<file path="config.mk">
export PLATFORM = sky130hd
export DESIGN_NAME = rgb_gray_adapt
export DESIGN_NICKNAME = d
export VERILOG_FILES = /design/src/rtl/rgb_proc_pkg.sv /design/src/rtl/frame_mean_div.sv /design/src/rtl/rgb_gray_adapt.sv
export SDC_FILE = /design/constraint.sdc
export NUM_CORES = 1
export LEC_CHECK = 0
export ABC_CLOCK_PERIOD_IN_PS = 17350
export CORE_UTILIZATION = 30
export DETAILED_ROUTE_END_ITERATION = 7
export PLACE_DENSITY_LB_ADDON = 0.2
export SLEW_MARGIN = 30
export SYNTH_ARGS = -nofsm -noshare
export SYNTH_HDL_FRONTEND = slang
export SYNTH_SLANG_ARGS = --single-unit
</file>
<file path="constraint.sdc">
create_clock -name iCLK -period 17.35 [get_ports iCLK]
set_input_delay 1.735 -clock iCLK [delete_from_list [all_inputs] [get_ports iCLK]]
set_output_delay 1.735 -clock iCLK [all_outputs]
set_load 0.05 [all_outputs]
</file>
<file path="src/rtl/rgb_proc_pkg.sv">
// Shared constants for the RGB/gray pixel processing blocks: luma weights,
// operating modes and the active-window pixel count.
package rgb_proc_pkg;

    localparam int unsigned LUMA_R = 54;
    localparam int unsigned LUMA_G = 183;
    localparam int unsigned LUMA_B = 18;

    typedef enum logic [1:0] {
        ModeBypass = 2'd0,
        ModeGray   = 2'd1,
        ModeAdapt  = 2'd2,
        ModeBinary = 2'd3
    } mode_e;

    function automatic int unsigned pixel_count(input int unsigned rows, input int unsigned cols);
        return rows * cols;
    endfunction

endpackage

</file>
<file path="src/rtl/frame_mean_div.sv">
// Sequential restoring divider: one quotient bit per cycle, constant divisor.
// A LOAD cycle with done=1 follows the last quotient bit.
module frame_mean_div
    import rgb_proc_pkg::*;
#(
    parameter int unsigned ACC_W   = 27,
    parameter int unsigned DIVISOR = 294926
) (
    input  logic             clk,
    input  logic             rst,
    input  logic             start,
    input  logic [ACC_W-1:0] dividend,
    output logic             busy,
    output logic             done,
    output logic [ACC_W-1:0] quotient
);

    typedef enum logic [1:0] {StIdle, StDiv, StLoad} div_state_e;

    localparam int unsigned CNT_W = $clog2(ACC_W) + 1;
    localparam int unsigned RW    = ACC_W + 1;
    localparam logic [CNT_W-1:0] LAST        = CNT_W'(ACC_W - 1);
    localparam logic [RW-1:0]    DIVISOR_EXT = RW'(DIVISOR);

    div_state_e       state_q, state_d;
    logic [ACC_W-1:0] rem_q, rem_d;
    logic [ACC_W-1:0] quo_q, quo_d;
    logic [CNT_W-1:0] cnt_q, cnt_d;
    logic [RW-1:0]    rem_shift;

    // quo_q starts as the dividend and is shifted out MSB-first while the
    // quotient bits are shifted in at the LSB.
    always_comb begin
        state_d   = state_q;
        rem_d     = rem_q;
        quo_d     = quo_q;
        cnt_d     = cnt_q;
        done      = 1'b0;
        busy      = (state_q != StIdle);
        rem_shift = {rem_q, quo_q[ACC_W-1]};
        unique case (state_q)
            StIdle: begin
                if (start) begin
                    rem_d   = '0;
                    quo_d   = dividend;
                    cnt_d   = '0;
                    state_d = StDiv;
                end
            end
            StDiv: begin
                if (rem_shift >= DIVISOR_EXT) begin
                    rem_d = ACC_W'(rem_shift - DIVISOR_EXT);
                    quo_d = {quo_q[ACC_W-2:0], 1'b1};
                end else begin
                    rem_d = rem_shift[ACC_W-1:0];
                    quo_d = {quo_q[ACC_W-2:0], 1'b0};
                end
                cnt_d = cnt_q + CNT_W'(1);
                if (cnt_q == LAST) begin
                    state_d = StLoad;
                end
            end
            StLoad: begin
                done    = 1'b1;
                state_d = StIdle;
            end
            default: state_d = StIdle;
        endcase
    end

    always_ff @(posedge clk or posedge rst) begin
        if (rst) begin
            state_q <= StIdle;
            rem_q   <= '0;
            quo_q   <= '0;
            cnt_q   <= '0;
        end else begin
            state_q <= state_d;
            rem_q   <= rem_d;
            quo_q   <= quo_d;
            cnt_q   <= cnt_d;
        end
    end

    assign quotient = quo_q;

endmodule

</file>
<file path="src/rtl/rgb_gray_adapt.sv">
// Three-stage RGB-to-gray pipeline with bypass, gray, mean-adaptive gain and
// binary threshold modes; the threshold is the previous frame's mean luma.
module rgb_gray_adapt
    import rgb_proc_pkg::*;
#(
    parameter int unsigned DATA_W   = 8,
    parameter int unsigned POS_W    = 13,
    parameter int unsigned ACT_ROWS = 478,
    parameter int unsigned ACT_COLS = 617,
    parameter int unsigned GAIN_W   = 4
) (
    input  logic              iCLK,
    input  logic              iRST,
    input  logic              iVALID,
    input  logic [DATA_W-1:0] iR,
    input  logic [DATA_W-1:0] iG,
    input  logic [DATA_W-1:0] iB,
    input  logic [POS_W-1:0]  iROW,
    input  logic [POS_W-1:0]  iCOL,
    input  logic [1:0]        iMODE,
    input  logic [GAIN_W-1:0] iGAIN,
    output logic              oVALID,
    output logic [DATA_W-1:0] oR,
    output logic [DATA_W-1:0] oG,
    output logic [DATA_W-1:0] oB,
    output logic [DATA_W-1:0] oMEAN,
    output logic              oMEAN_VALID,
    output logic              oOVERRUN
);

    localparam int unsigned NPIX  = pixel_count(ACT_ROWS, ACT_COLS);
    localparam int unsigned ACC_W = DATA_W + $clog2(NPIX);
    localparam int unsigned LW    = DATA_W + 10;
    localparam int unsigned MW    = DATA_W + ((GAIN_W > 4) ? GAIN_W : 4) + 2;

    localparam logic [DATA_W-1:0] PIX_MAX  = '1;
    localparam logic [DATA_W-1:0] MEAN_RST = {1'b1, {(DATA_W-1){1'b0}}};
    localparam logic [POS_W-1:0]  ROW_LIM  = POS_W'(ACT_ROWS);
    localparam logic [POS_W-1:0]  COL_LIM  = POS_W'(ACT_COLS);
    localparam logic [POS_W-1:0]  ROW_LAST = POS_W'(ACT_ROWS - 1);
    localparam logic [POS_W-1:0]  COL_LAST = POS_W'(ACT_COLS - 1);

    logic [LW-1:0]     luma_sum;
    logic [DATA_W-1:0] y_in;
    logic              in_win;
    logic              frame_end;
    logic [ACC_W-1:0]  acc_q, acc_sum;

    logic              div_start, div_busy, div_done;
    logic [ACC_W-1:0]  div_quo;
    logic [DATA_W-1:0] mean_q;
    logic              mean_valid_q, overrun_q;

    logic              v1_q, win1_q, v2_q, win2_q, gt2_q;
    mode_e             mode1_q, mode2_q;
    logic [GAIN_W-1:0] gain1_q, gain2_q;
    logic [DATA_W-1:0] r1_q, g1_q, b1_q, y1_q;
    logic [DATA_W-1:0] r2_q, g2_q, b2_q, y2_q;

    logic [MW-1:0]     bright_full, dark_full, dark_gain;
    logic [DATA_W-1:0] adapt_pix;
    logic [DATA_W-1:0] r_d, g_d, b_d;
    logic              ov_q;
    logic [DATA_W-1:0] or_q, og_q, ob_q;

    assign luma_sum = LW'(LUMA_R) * LW'(iR) + LW'(LUMA_G) * LW'(iG) + LW'(LUMA_B) * LW'(iB);
    assign y_in     = DATA_W'(luma_sum >> 8);

    assign in_win    = (iROW < ROW_LIM) && (iCOL < COL_LIM);
    assign frame_end = iVALID && (iROW == ROW_LAST) && (iCOL == COL_LAST);
    assign acc_sum   = acc_q + ACC_W'(y_in);
    // A frame end while the divider is busy drops that frame's sum.
    assign div_start = frame_end && !div_busy;

    frame_mean_div #(
        .ACC_W   (ACC_W),
        .DIVISOR (NPIX)
    ) u_div (
        .clk      (iCLK),
        .rst      (iRST),
        .start    (div_start),
        .dividend (acc_sum),
        .busy     (div_busy),
        .done     (div_done),
        .quotient (div_quo)
    );

    always_ff @(posedge iCLK or posedge iRST) begin
        if (iRST) begin
            acc_q        <= '0;
            mean_q       <= MEAN_RST;
            mean_valid_q <= 1'b0;
            overrun_q    <= 1'b0;
        end else begin
            if (frame_end) begin
                acc_q <= '0;
            end else if (iVALID && in_win) begin
                acc_q <= acc_sum;
            end
            if (div_done) begin
                mean_q <= DATA_W'(div_quo);
            end
            mean_valid_q <= div_done;
            overrun_q    <= frame_end && div_busy;
        end
    end

    if (GAIN_W > 4) begin : g_gain_clamp
        assign dark_gain = (MW'(gain2_q) > MW'(15)) ? MW'(15) : MW'(gain2_q);
    end else begin : g_gain_pass
        assign dark_gain = MW'(gain2_q);
    end

    always_comb begin
        bright_full = (MW'(y2_q) * (MW'(16) + MW'(gain2_q))) >> 4;
        dark_full   = (MW'(y2_q) * (MW'(16) - dark_gain)) >> 4;
        if (gt2_q) begin
            adapt_pix = (bright_full > MW'(PIX_MAX)) ? PIX_MAX : DATA_W'(bright_full);
        end else begin
            adapt_pix = DATA_W'(dark_full);
        end
        r_d = '0;
        g_d = '0;
        b_d = '0;
        if (v2_q && win2_q) begin
            unique case (mode2_q)
                ModeBypass: begin
                    r_d = r2_q;
                    g_d = g2_q;
                    b_d = b2_q;
                end
                ModeGray: begin
                    r_d = y2_q;
                    g_d = y2_q;
                    b_d = y2_q;
                end
                ModeAdapt: begin
                    r_d = adapt_pix;
                    g_d = adapt_pix;
                    b_d = adapt_pix;
                end
                ModeBinary: begin
                    r_d = gt2_q ? PIX_MAX : '0;
                    g_d = gt2_q ? PIX_MAX : '0;
                    b_d = gt2_q ? PIX_MAX : '0;
                end
                default: ;
            endcase
        end
    end

    // The mean comparison happens between stages 1 and 2, so a freshly
    // loaded mean applies to the pixel sitting in stage 1 that cycle.
    always_ff @(posedge iCLK or posedge iRST) begin
        if (iRST) begin
            v1_q    <= 1'b0;
            win1_q  <= 1'b0;
            mode1_q <= ModeBypass;
            gain1_q <= '0;
            r1_q    <= '0;
            g1_q    <= '0;
            b1_q    <= '0;
            y1_q    <= '0;
            v2_q    <= 1'b0;
            win2_q  <= 1'b0;
            gt2_q   <= 1'b0;
            mode2_q <= ModeBypass;
            gain2_q <= '0;
            r2_q    <= '0;
            g2_q    <= '0;
            b2_q    <= '0;
            y2_q    <= '0;
            ov_q    <= 1'b0;
            or_q    <= '0;
            og_q    <= '0;
            ob_q    <= '0;
        end else begin
            v1_q    <= iVALID;
            win1_q  <= in_win;
            mode1_q <= mode_e'(iMODE);
            gain1_q <= iGAIN;
            r1_q    <= iR;
            g1_q    <= iG;
            b1_q    <= iB;
            y1_q    <= y_in;
            v2_q    <= v1_q;
            win2_q  <= win1_q;
            gt2_q   <= (y1_q > mean_q);
            mode2_q <= mode1_q;
            gain2_q <= gain1_q;
            r2_q    <= r1_q;
            g2_q    <= g1_q;
            b2_q    <= b1_q;
            y2_q    <= y1_q;
            ov_q    <= v2_q;
            or_q    <= r_d;
            og_q    <= g_d;
            ob_q    <= b_d;
        end
    end

    assign oVALID      = ov_q;
    assign oR          = or_q;
    assign oG          = og_q;
    assign oB          = ob_q;
    assign oMEAN       = mean_q;
    assign oMEAN_VALID = mean_valid_q;
    assign oOVERRUN    = overrun_q;

endmodule
</file>
* Yosys cells after proc, flatten, opt, wreduce, memory -nomap -nowiden *
Cells that the tools add are included.

word-level totals
  input port bits = 59
  logic and storage cells = 94
  output and inout port bits = 35
  flip-flop bits (word level) = 205

operators by class
  reductions and logical operators = 15
  multipliers = 5
  order comparisons = 5
  muxes and demuxes = 23
  add/subtract/negate cells = 7
  eq/ne operators = 10

operator list
  operator                                                              count
  2-to-1 mux 27 bit                                                     5
  one-hot mux 27 bit (2 select lines)                                   2
  one-hot mux 8 bit (4 select lines)                                    3
  2-to-1 mux 8 bit                                                      6
  greater-or-equal comparator 28 x 19 -> 1 bit (second input constant)  1
  adder 27 x 8 -> 27 bit                                                1
  subtractor 27 x 19 -> 27 bit (second input constant)                  1
  adder 14 x 16 -> 16 bit                                               1
  adder 16 x 13 -> 16 bit                                               1
  multiplier 8 x 8 -> 16 bit (first input constant)                     1
  multiplier 8 x 6 -> 14 bit                                            1
  == test 13 x 10 -> 1 bit (second input constant)                      1
  == test 13 x 9 -> 1 bit (second input constant)                       1
  < comparator 13 x 10 -> 1 bit (second input constant)                 1
  < comparator 13 x 9 -> 1 bit (second input constant)                  1
  multiplier 5 x 8 -> 13 bit (first input constant)                     1
  multiplier 4 x 8 -> 12 bit (first input constant)                     1
  multiplier 9 x 6 -> 12 bit                                            1
  one-hot mux 6 bit (2 select lines)                                    1
  > comparator 10 x 8 -> 1 bit (second input constant)                  1
  > comparator 8 bit                                                    1
  logical AND 1 bit                                                     7
  adder 5 x 4 -> 6 bit (first input constant)                           1
  adder 6 x 1 -> 6 bit (second input constant)                          1
  14 further kinds                                                      23

* Longest topological paths before layout *
  depth after elaboration = 7
  mapped depth = 36
  mapped depth without buffers = 34

* Cells and area by module *
Synthesis repeated with hierarchy kept, for this count alone.

second synthesis, totals
  cell total of the unflattened synthesis = 1495
  area total of the unflattened synthesis = 14487.6 um^2

by module, submodules not included
  module          sequential area each (um^2)  instances  cells each  area each (um^2)
  rgb_gray_adapt  3579.7                       1          1116        11140.7
  frame_mean_div  1551.5                       1          379         3347.0

* Least setup slack after synthesis *
No wires, ideal clock.

  kind = input to register
  start = in iR[1]
  end = reg acc_q[26]
  stages = 34
  data required time = 17218 ps
  arrival time = 9224 ps
  setup slack = 7994 ps
  cells stage by stage = ha_1 > fa_1 > inv_1 > fa_1 > inv_1 > ha_1 > xnor2_1 > ha_1 > fa_1 > inv_1 > fa_1 > inv_1 > fa_1 > inv_1 > fa_1 > inv_1 > ha_1 > a211o_1 > a211oi_1 > o21ai_0 > and2_1 > a21o_1 > o41ai_1 > xnor2_1 > ha_1 > nor2_1 > nor2_1 > o41a_1 > clkbuf_1 > nand2_1 > clkbuf_1 > nor3_1 > xnor2_1 > nor2_1

between the ends
  word-level cells in the longest chain between the ends = 6

RTL lines
  what                        line                  source
  start: declaration          rgb_gray_adapt.sv:15  input logic [DATA_W-1:0] iR,
  multiplier 5 x 8 -> 13 bit  rgb_gray_adapt.sv:66  assign luma_sum = LW'(LUMA_R) * LW'(iR) + LW'(LUMA_G) * LW'(iG) + LW'(LUMA_B) * LW'(iB);
  adder 14 x 16 -> 16 bit     rgb_gray_adapt.sv:66
  adder 16 x 13 -> 16 bit     rgb_gray_adapt.sv:66
  named net luma_sum[15]      rgb_gray_adapt.sv:43  logic [LW-1:0] luma_sum;
  adder 27 x 8 -> 27 bit      rgb_gray_adapt.sv:71  assign acc_sum = acc_q + ACC_W'(y_in);
  2-to-1 mux 27 bit           rgb_gray_adapt.sv:97  end else if (iVALID && in_win) begin
  2-to-1 mux 27 bit           rgb_gray_adapt.sv:95  if (frame_end) begin
  end signal: assignment      rgb_gray_adapt.sv:98  acc_q <= acc_sum;
  end: declaration            rgb_gray_adapt.sv:47  logic [ACC_W-1:0] acc_q, acc_sum;

The timed path passes the listed nets, and every way through them passes these cells. The select of a mux whose other input is x is not followed.
A chain may end at the register's enable or synchronous reset.

* Worst setup path in the final report *
  start = in iR[2]
  end = reg acc_q[26]

The elaborated chain is that of the path after synthesis.

==> impl_metrics.yaml <==
worst_setup_path:
  critPathMaxFanout: 13
  critPathKind: "in2reg"
  rr_endpoint: "oB[2]"
  reg2reg_depth: 15
  max_stage_delay_ns: 0.57
  reg2reg_from: "gain2_q[0]"
  cp.arrival_ns: 10.37
  critPathBufInv: 7
  cp-start-kind: "input pin"
  path_delay_family: "adder cells"
  required_ns: 17.78
  crit_slowest_cell: "clkdlybuf4s50_1"
  end_kind: "register"
  regToRegSetupSlack_ns: 12.04
floorplan:
  row_count: 79
  die_h_um: 220
  initial_core_util: 0.305
  die-width_um: 220
  die_area_um2: 48500
  io_pins: 94
  fp.coreArea_um2: 46800
global_route:
  grt_pass1_vias: 10300
  antenna_found_initial: 0
  grt_pass1_wl_um: 54800
  grt_overflow: 0
  track_usage: 0.143
  grt_max_degree: 130
drt:
  via_per_inst: 4.68
  vias: 10100
  wl_per_cell_um: 15.6
  dr.pass1.iters: 7
  routed_wl_um: 33600
  drc_errors: 1
  drt_iter0_drc: 522
  ant_nets: 0
status:
  violations: "DRC"
  status: "finished, violations left"
place:
  dp_hpwl_um: 25700
  port_buffers: 93
  placed_cell_area_um2: 15900
  place_congestion: 0.799
final_layout:
  design_area_um2: 16700
  nets: 1818
  fillers: 4728
  ff_latch_area_um2: 5130
  antenna_cells: 0
  drive_gt1_frac: 0.0524
  multi_input_area_um2: 8180
  area_delta_synth_final_pct: 17.0
cts:
  clk_latency_ns: 0.55
  cts_resized: 0
  cts_hold_buf: 0
  cts_buffer_depth: 3
  cts_tree: "yes"
  cts_buffers: 25
  post_cts_buffers: 0
  htree_levels: 1
  cts.sinks: 205
  cts_root_buffer: "clkbuf_16"
  clk_pin_slew_ns: 0.07
worst_hold_path:
  hold_end: "g2_q[0]"
  whs_path_depth: 0
  hp-class: "reg2reg"
  hp-start: "g1_q[0]"
timing:
  maxSlewViolCount: 0
  worst_pin_slew_ns: 0.943
  hold_violations: 0
  min_period_ns: 9.94
  skew_ns: 0.0194
  fin_crit_sh: 0.573
  max-slew-margin-rel: 0.371
  rsz0062_at_grt: "false"
  setup_tns_ns: 0
  clock.fmax_mhz: 101
  finalSetupViolations: 0
synth:
  syn-instance-count: 1439
  synth_area_um2: 14300
  async_flop_share: 1.00
  synth_nets: 1730
  synth_edf_count: 0
  ys_seq_elements: 205
  ys_seq_area_frac: 0.359
  synth_area_per_cell_um2: 9.92
  ys_types: 79
  synth_flop_cell: "dfrtp_1"
  yosysWarnings: 0
run:
  cap_violations: 0
-- worst max-delay path by stage --
stage | slack [ns] | start | cells after the start | to
finish | 7.41 | iR[2] | 33 | acc_q[26]
global route | 6.70 | iR[2] | 33 | acc_q[26]
CTS | 7.38 | iR[2] | 33 | acc_q[26]
detailed placement | 6.81 | iR[2] | 33 | acc_q[26]
global placement | 6.97 | iR[2] | 33 | acc_q[26]
floorplan | 7.99 | iR[1] | 34 | acc_q[26]
-- flip-flops by register name, summed over array words and instances (netlist names), 6 cells and up --
name and count:
oB 8, u_div.rem_q 27, g2_q 8, g1_q 8, b1_q 8, u_div.cnt_q 6
r2_q 8, u_div.quotient 27, oG 8, oR 8, y2_q 8, acc_q 27
b2_q 8, y1_q 8, r1_q 8, oMEAN 8
-- cells by family after synthesis --
kind of cell	after synthesis	share of synthesized area
compound gates	249	0.113
flops	205	0.359
xor+xnor	98	0.0601
mux	9	0.00692
buf+inv	254	0.0678
fa+ha+maj	232	0.251
simple gates	392	0.141
-- cell type report --
type	count	share of cell area
well taps	607	0.0455
clock buffers	31	0.0406
clock inverters	15	0.00951
inverters	217	0.0495
multi-input cells	980	0.490
flip-flops and latches	205	0.307
repair buffers	98	0.0582
-- synth_stat cells, drive strengths merged, types with 9 or more instances --
| library cell | n | area share |
|---|---|---|
| a21o | 11 | 0.0059 |
| a21oi | 57 | 0.020 |
| a22oi | 18 | 0.0095 |
| and2 | 51 | 0.022 |
| and3 | 11 | 0.0048 |
| and4 | 9 | 0.0055 |
| buf | 9 | 0.0030 |
| clkbuf | 27 | 0.0072 |
| dfrtp | 204 | 0.36 |
| fa | 91 | 0.13 |
| ha | 141 | 0.12 |
| inv | 217 | 0.057 |
| nand2 | 92 | 0.024 |
| nand2b | 11 | 0.0048 |
| nand3 | 24 | 0.0084 |
| nand4 | 13 | 0.0057 |
| nor2 | 95 | 0.025 |
| nor3 | 26 | 0.0095 |
| nor4 | 12 | 0.0053 |
| o21a | 25 | 0.013 |
| o21ai | 80 | 0.028 |
| o22ai | 10 | 0.0053 |
| xnor2 | 53 | 0.033 |
| xor2 | 45 | 0.028 |
-- cells in the final DEF, fill, tap and decap left out, drive strengths merged, types with 4 or more instances in the layout --
cell / instances
fa: 91
a22oi: 18
a21boi: 6
clkdlybuf4s50: 93
clkinv: 10
a2111oi: 4
nand2: 92
nand3: 24
buf: 5
nand3b: 7
ha: 141
o211ai: 4
and2: 51
a21oi: 57
nor4: 12
nor2b: 8
a21o: 11
and3: 11
o21a: 25
nand4b: 4
mux2: 7
o22ai: 10
nand4: 13
xnor2: 53
nor3: 26
or3: 6
nand2b: 11
and4: 9
inv: 217
o21ai: 80
clkbuf: 31
nor3b: 5
nor2: 95
or2: 7
dfrtp: 204
xor2: 45
-- metrics by stage --
stage / hold slack, ns / utilization / worst slack, ns / std cells
detailed placement: 0.335 / 0.339 / 6.81 / 2107
CTS: 0.340 / 0.357 / 7.38 / 2153
global placement: 0.333 / 0.339 / 6.97 / 2107
global route: 0.345 / 0.357 / 6.70 / 2153
floorplan: 0.331 / - / 7.99 / 1439
finish: 0.343 / 0.357 / 7.41 / 2153
-- routing by layer --
layer  vias up  wire length (um)  share of wire  track usage
met1      4946             16400           0.49        0.203
li1       4969                 -              -            -
met4         0               581          0.017       0.0375
met2       131             15600           0.46        0.228
met3        40              1050          0.031       0.0176
met5         -                 0              0            0
Power is left out: the tool's default activity adds up to more than one toggle a clock period on the data nets, which glitch-free logic cannot reach.
